File: src/rtl/fp_round_pack_sp.sv
// Normalize, round-to-nearest-even and pack stage for single-precision divider results.
// One operation in flight; valid/ready handshake on both sides, all outputs registered.
module fp_round_pack_sp #(
    parameter int EXP_W        = 10,
    parameter int MAX_DN_SHIFT = 26
) (
    input  logic             clk,
    input  logic             reset,
    input  logic             i_valid,
    output logic             o_in_ready,
    input  logic             i_sign,
    input  logic [EXP_W-1:0] i_exp,
    input  logic [26:0]      i_mant,
    input  logic [1:0]       i_special,
    output logic             o_valid,
    input  logic             i_out_ready,
    output logic [31:0]      o_z,
    output logic             o_overflow,
    output logic             o_underflow,
    output logic             o_inexact
);
    localparam logic [2:0] S_IDLE   = 3'd0;
    localparam logic [2:0] S_NORM   = 3'd1;
    localparam logic [2:0] S_DENORM = 3'd2;
    localparam logic [2:0] S_ROUND  = 3'd3;
    localparam logic [2:0] S_OUT    = 3'd4;

    localparam logic signed [EXP_W:0] C_ZERO    = '0;
    localparam logic signed [EXP_W:0] C_ONE     = (EXP_W+1)'(1);
    localparam logic signed [EXP_W:0] C_BIAS    = (EXP_W+1)'(127);
    localparam logic signed [EXP_W:0] C_EXP_MAX = (EXP_W+1)'(255);
    localparam logic signed [EXP_W:0] C_MAX_DN  = (EXP_W+1)'(MAX_DN_SHIFT);

    logic [2:0]              r_state;
    logic                    r_sign;
    logic signed [EXP_W:0]   r_exp;      // unbiased in S_NORM, biased afterwards
    logic [26:0]             r_mant;
    logic                    r_tiny;
    logic [31:0]             r_res_z;
    logic                    r_res_ovf;
    logic                    r_res_unf;
    logic                    r_res_inx;
    logic                    r_in_ready;
    logic                    r_valid;
    logic [31:0]             r_z;
    logic                    r_ovf;
    logic                    r_unf;
    logic                    r_inx;

    logic signed [EXP_W:0]   w_be;
    logic signed [EXP_W:0]   w_dn_amt;
    logic                    w_inc;
    logic                    w_inexact;
    logic [24:0]             w_sum;
    logic                    w_carry;
    logic                    w_hidden;
    logic [22:0]             w_frac;
    logic signed [EXP_W:0]   w_rnd_be;

    assign w_be      = r_exp + C_BIAS;
    assign w_dn_amt  = C_ONE - r_exp;
    assign w_inc     = r_mant[2] & (r_mant[1] | r_mant[0] | r_mant[3]);
    assign w_inexact = |r_mant[2:0];
    // Rounding only touches bits [26:3]; a carry into bit 24 here is a carry out of mantissa bit 26.
    assign w_sum     = {1'b0, r_mant[26:3]} + 25'(w_inc);
    assign w_carry   = w_sum[24];
    assign w_hidden  = w_sum[24] | w_sum[23];
    assign w_frac    = w_carry ? w_sum[23:1] : w_sum[22:0];
    assign w_rnd_be  = w_carry ? r_exp + C_ONE : r_exp;

    // NOTE: sequential state uses non-blocking assignments only, so every branch sees start-of-cycle values.
    always_ff @(posedge clk) begin
        if (!reset) begin
            r_state    <= S_IDLE;
            r_sign     <= 1'b0;
            r_exp      <= '0;
            r_mant     <= '0;
            r_tiny     <= 1'b0;
            r_res_z    <= '0;
            r_res_ovf  <= 1'b0;
            r_res_unf  <= 1'b0;
            r_res_inx  <= 1'b0;
            r_in_ready <= 1'b1;
            r_valid    <= 1'b0;
            r_z        <= '0;
            r_ovf      <= 1'b0;
            r_unf      <= 1'b0;
            r_inx      <= 1'b0;
        end else begin
            case (r_state)
                S_IDLE: begin
                    if (i_valid && r_in_ready) begin
                        r_in_ready <= 1'b0;
                        r_sign     <= i_sign;
                        r_exp      <= {i_exp[EXP_W-1], i_exp};
                        r_mant     <= i_mant;
                        r_tiny     <= 1'b0;
                        r_res_ovf  <= 1'b0;
                        r_res_unf  <= 1'b0;
                        r_res_inx  <= 1'b0;
                        case (i_special)
                            2'b00: r_state <= S_NORM;
                            2'b01: begin
                                r_res_z <= {i_sign, 31'b0};
                                r_state <= S_OUT;
                            end
                            2'b10: begin
                                r_res_z <= {i_sign, 8'hFF, 23'b0};
                                r_state <= S_OUT;
                            end
                            default: begin
                                r_res_z <= 32'h7FC0_0000;
                                r_state <= S_OUT;
                            end
                        endcase
                    end
                end
                S_NORM: begin
                    if (r_mant == 27'd0) begin
                        r_res_z <= {r_sign, 31'b0};
                        r_state <= S_OUT;
                    end else if (!r_mant[26]) begin
                        r_mant <= {r_mant[25:0], 1'b0};
                        r_exp  <= r_exp - C_ONE;
                    end else begin
                        r_exp <= w_be;
                        if (w_be >= C_EXP_MAX) begin
                            r_res_z   <= {r_sign, 8'hFF, 23'b0};
                            r_res_ovf <= 1'b1;
                            r_res_inx <= 1'b1;
                            r_state   <= S_OUT;
                        end else if (w_be <= C_ZERO) begin
                            r_tiny  <= 1'b1;
                            r_state <= S_DENORM;
                        end else begin
                            r_state <= S_ROUND;
                        end
                    end
                end
                S_DENORM: begin
                    // Shifting beyond the mantissa width leaves only sticky, so collapse at once.
                    if (w_dn_amt > C_MAX_DN) begin
                        r_mant  <= {26'b0, |r_mant};
                        r_exp   <= C_ONE;
                        r_state <= S_ROUND;
                    end else begin
                        r_mant <= {1'b0, r_mant[26:2], r_mant[1] | r_mant[0]};
                        r_exp  <= r_exp + C_ONE;
                        if (r_exp == C_ZERO) begin
                            r_state <= S_ROUND;
                        end
                    end
                end
                S_ROUND: begin
                    r_res_inx <= w_inexact;
                    r_res_unf <= r_tiny & w_inexact;
                    if (w_rnd_be >= C_EXP_MAX) begin
                        r_res_z   <= {r_sign, 8'hFF, 23'b0};
                        r_res_ovf <= 1'b1;
                    end else begin
                        r_res_z <= {r_sign, (w_hidden ? w_rnd_be[7:0] : 8'h00), w_frac};
                    end
                    r_state <= S_OUT;
                end
                S_OUT: begin
                    if (!r_valid) begin
                        r_valid <= 1'b1;
                        r_z     <= r_res_z;
                        r_ovf   <= r_res_ovf;
                        r_unf   <= r_res_unf;
                        r_inx   <= r_res_inx;
                    end else if (i_out_ready) begin
                        r_valid    <= 1'b0;
                        r_in_ready <= 1'b1;
                        r_state    <= S_IDLE;
                    end
                end
                default: begin
                    r_in_ready <= 1'b1;
                    r_valid    <= 1'b0;
                    r_state    <= S_IDLE;
                end
            endcase
        end
    end

    assign o_in_ready  = r_in_ready;
    assign o_valid     = r_valid;
    assign o_z         = r_z;
    assign o_overflow  = r_ovf;
    assign o_underflow = r_unf;
    assign o_inexact   = r_inx;
endmodule

File: config.mk
export PLATFORM = sky130hd
export DESIGN_NAME = fp_round_pack_sp
export DESIGN_NICKNAME = d
export VERILOG_FILES = /design/src/rtl/fp_round_pack_sp.sv
export SDC_FILE = /design/constraint.sdc
export NUM_CORES = 1
export LEC_CHECK = 0
export BUFFER_PORTS_ARGS = -buffer_cell sky130_fd_sc_hd__buf_2
export CAP_MARGIN = 0
export CORE_MARGIN = 2
export CORE_UTILIZATION = 25
export DETAILED_ROUTE_END_ITERATION = 12
export HOLD_SLACK_MARGIN = 0.1
export PLACE_DENSITY = 0.49
export SYNTH_ARGS = -nofsm -noshare
export SYNTH_HDL_FRONTEND = slang
export SYNTH_SLANG_ARGS = --single-unit
File: constraint.sdc
create_clock -name clk -period 5.58 [get_ports clk]
set_input_delay 0.279 -clock clk [delete_from_list [all_inputs] [get_ports clk]]
set_output_delay 0.279 -clock clk [all_outputs]
set_load 0.01 [all_outputs]
==> metrics.cfg <==
[drt]
vias=6043
drt-initial-drc-count=757
dr.max_layer_used=met5
avgViaCountPerCell=5.14
wl_met2_um=8500
wl_met3_um=1040
wl_met1_um=10100
ant_nets=0
wl_per_cell_um=17.0
wl_um=20000
dr.pass1.iters=8
drc=0

[placed_design]
io_buffer_count=80
numPlacedInstances=1143
place_congestion=0.891
hpwl_um=14200

[sta]
finalClockSkew_ns=0.0137
finalCriticalPeriod_ns=3.51
setup_viol=0
setup_tns_ns=0
hold_viol=0
tightest_slew_ns=1.11
post-route-period-util_pct=62.9
rsz0062_at_grt=false
report.final.slew_viol_count=0
slew_headroom_pct=25.6
max_freq_ghz=0.285

[clock_tree]
cts.sinks=115
cts_setup_buffers=0
ctsHoldBuffers=0
cts-root-buf=clkbuf_16
cts_max_level=4
cts_tree=yes
clk_path_buf_depth=2
cts_buffers=17
clkLatencyLatePin_ns=0.42
clk_pin_slew_worst_paths_ns=0.06
ctsResizeCount=0

[hold_path]
min_path_type=input port to flip-flop
holdCritStartpoint=i_sign

[final_layout]
layout_common_cells=dfxtp_1, nand2_1, nor2_1
layout.nets=884
diodes=0
area_growth_pct=18.7
final_common_cell=dfxtp_1
drive_gt1_share_pct=15.6
fin_cells=1175

[pwr]
pwr_density_cell_mw_per_mm2=352
clockPowerShare_pct=42.7
leakagePower_nw=2.64
internal_power_mw=1.79
power_switching_mw=0.834
combPwrFrac_pct=18.7
ir_worst_vdd_mv=0.212
power_mw=2.63
swShare_pct=31.8
power_frac_seq_pct=38.6

[synthesis]
synth_area_per_cell_sq_um=7.80
synth-seq-cells=115
synth_edf_count=0
yosysWarnings=0
synth_fp_nets=858
synthArstFlopShare_pct=0
syn_area_sq_mm=0.00628
yosys_most_used_dff=dfxtp_1
yosysUniqueCellTypes=62
synth_seq_area_share_pct=36.6
netlist_instances=806

[global_route]
antenna_found_initial=1
first_global_vias=5516
grt_overflow=0
grt_pass1_wl_um=31700
track_usage_pct=15.2
grt_max_degree=53

[setup_path]
crit_start=r_exp[0]$_SDFFE_PN0P_
cp-end-kind=flip-flop
cp_max_fo=21
crit_type=flip-flop to flip-flop
rr_startpoint=r_exp[0]$_SDFFE_PN0P_
worst-endpoint-arrival_ns=3.82
cp.required_ns=5.89
crit_path_start_kind=flip-flop

[floorplanning]
rows=58
die_w_um=163
coreArea_sq_mm=0.0249
die-height_um=163
io-pin-count=81
initial_core_util_pct=25.2
dieArea_sq_mm=0.0264

[run]
cap_violations=0

[outcome]
outcome=completed

-- final cells by class --
type	count	area, sq um
clock buffers	20	447
inverters	16	60.1
well taps	330	413
repair buffers	87	453
fillers	2699	17400
multi-input cells	595	3620
flip-flops and latches	115	2300
clock inverters	12	156
-- per-layer routing --
metal	up-vias	global-route usage, %
li1	3009	-
met1	2838	22.4
met2	174	21.8
met3	20	3.59
met4	2	4.63
met5	-	0
-- sequential cells by signal, indices dropped and copies added (netlist names) --
name and count:
r_tiny 1, r_exp 11, o_valid 1, o_inexact 1
o_in_ready 1, r_state 3, r_res_unf 1, r_mant 27
o_underflow 1, o_z 32, r_res_ovf 1, r_sign 1
r_res_z 32, o_overflow 1, r_res_inx 1
-- worst max-delay path, cell delays in order (launching register included) --
cell,delay (ns)
dfxtp_1,0.47
inv_1,0.24
ha_1,0.41
or3b_2,0.53
nor2_1,0.22
or2_2,0.18
a31oi_1,0.11
nor2_1,0.29
a31o_2,0.42
nor2_1,0.07
buf_4,0.23
a32o_1,0.21
-- Yosys cell counts (4+ instances only) --
cell type | n | area share [%]
a211oi_1 | 39 | 4.7
and2_1 | 8 | 0.80
a222oi_1 | 27 | 4.3
mux2i_1 | 5 | 0.80
o21ai_0 | 26 | 2.1
nor2_1 | 82 | 4.9
nand2_1 | 112 | 6.7
xnor2_1 | 22 | 3.1
xor2_1 | 14 | 2.0
nand2b_1 | 8 | 0.80
a22oi_1 | 6 | 0.72
buf_2 | 8 | 0.64
nor4_1 | 10 | 1.0
and3_1 | 9 | 0.90
a21o_1 | 4 | 0.48
inv_1 | 15 | 0.90
ha_1 | 8 | 1.6
dfxtp_1 | 115 | 37
or3_1 | 5 | 0.50
o31ai_1 | 5 | 0.60
clkbuf_1 | 69 | 4.1
nand4_1 | 10 | 1.0
a311oi_1 | 5 | 0.70
nor3_1 | 11 | 0.88
o211ai_1 | 5 | 0.60
o2bb2ai_1 | 21 | 2.9
nand3_1 | 17 | 1.4
or2_2 | 4 | 0.40
a21oi_1 | 73 | 5.8
and4_1 | 6 | 0.84
-- stage by stage --
stage          setup slack [ns]  util [%]  hold WS, ns  area (sq um)
2_1_floorplan              2.53         -        0.423          6280
3_3_place_gp               2.16      27.5        0.441          6850
3_5_place_dp               2.14      27.5        0.444          6850
4_1_cts                    2.12      30.0        0.128          7460
5_1_grt                    1.87      30.0        0.151          7460
6_report                   2.07      30.0        0.150          7460
-- worst paths after layout --
kind	endpoint	slack (ns)	depth (start not counted)
max	r_res_z[14]$_SDFFE_PN0P_	2.07	11
min	r_sign$_SDFFE_PN0P_	0.15	3
max reg2reg	r_res_z[14]$_SDFFE_PN0P_	2.07	11
min reg2reg	o_overflow$_SDFFE_PN0P_	0.45	2
-- kinds of logic after synthesis --
family	after synthesis	synth area share (%)
and+or+nand+nor	298	22.2
AOI/OAI and AO/OA	248	27.9
DFF	115	36.6
buffers and inverters	96	5.89
xor gates and xnor gates	36	5.02
adders and majority gates	8	1.59
muxes	5	0.797
-- power groups by stage --
stage               Combinational, mW  Sequential, mW  Clock, mW
floorplan                       0.436           0.934          0
global placement                0.490            1.03          0
detailed placement              0.488            1.03          0
CTS                             0.491            1.01       1.15
global route                    0.546            1.03       1.19
finish                          0.491            1.01       1.12
Note: power is estimated with default switching activity, not from simulation.
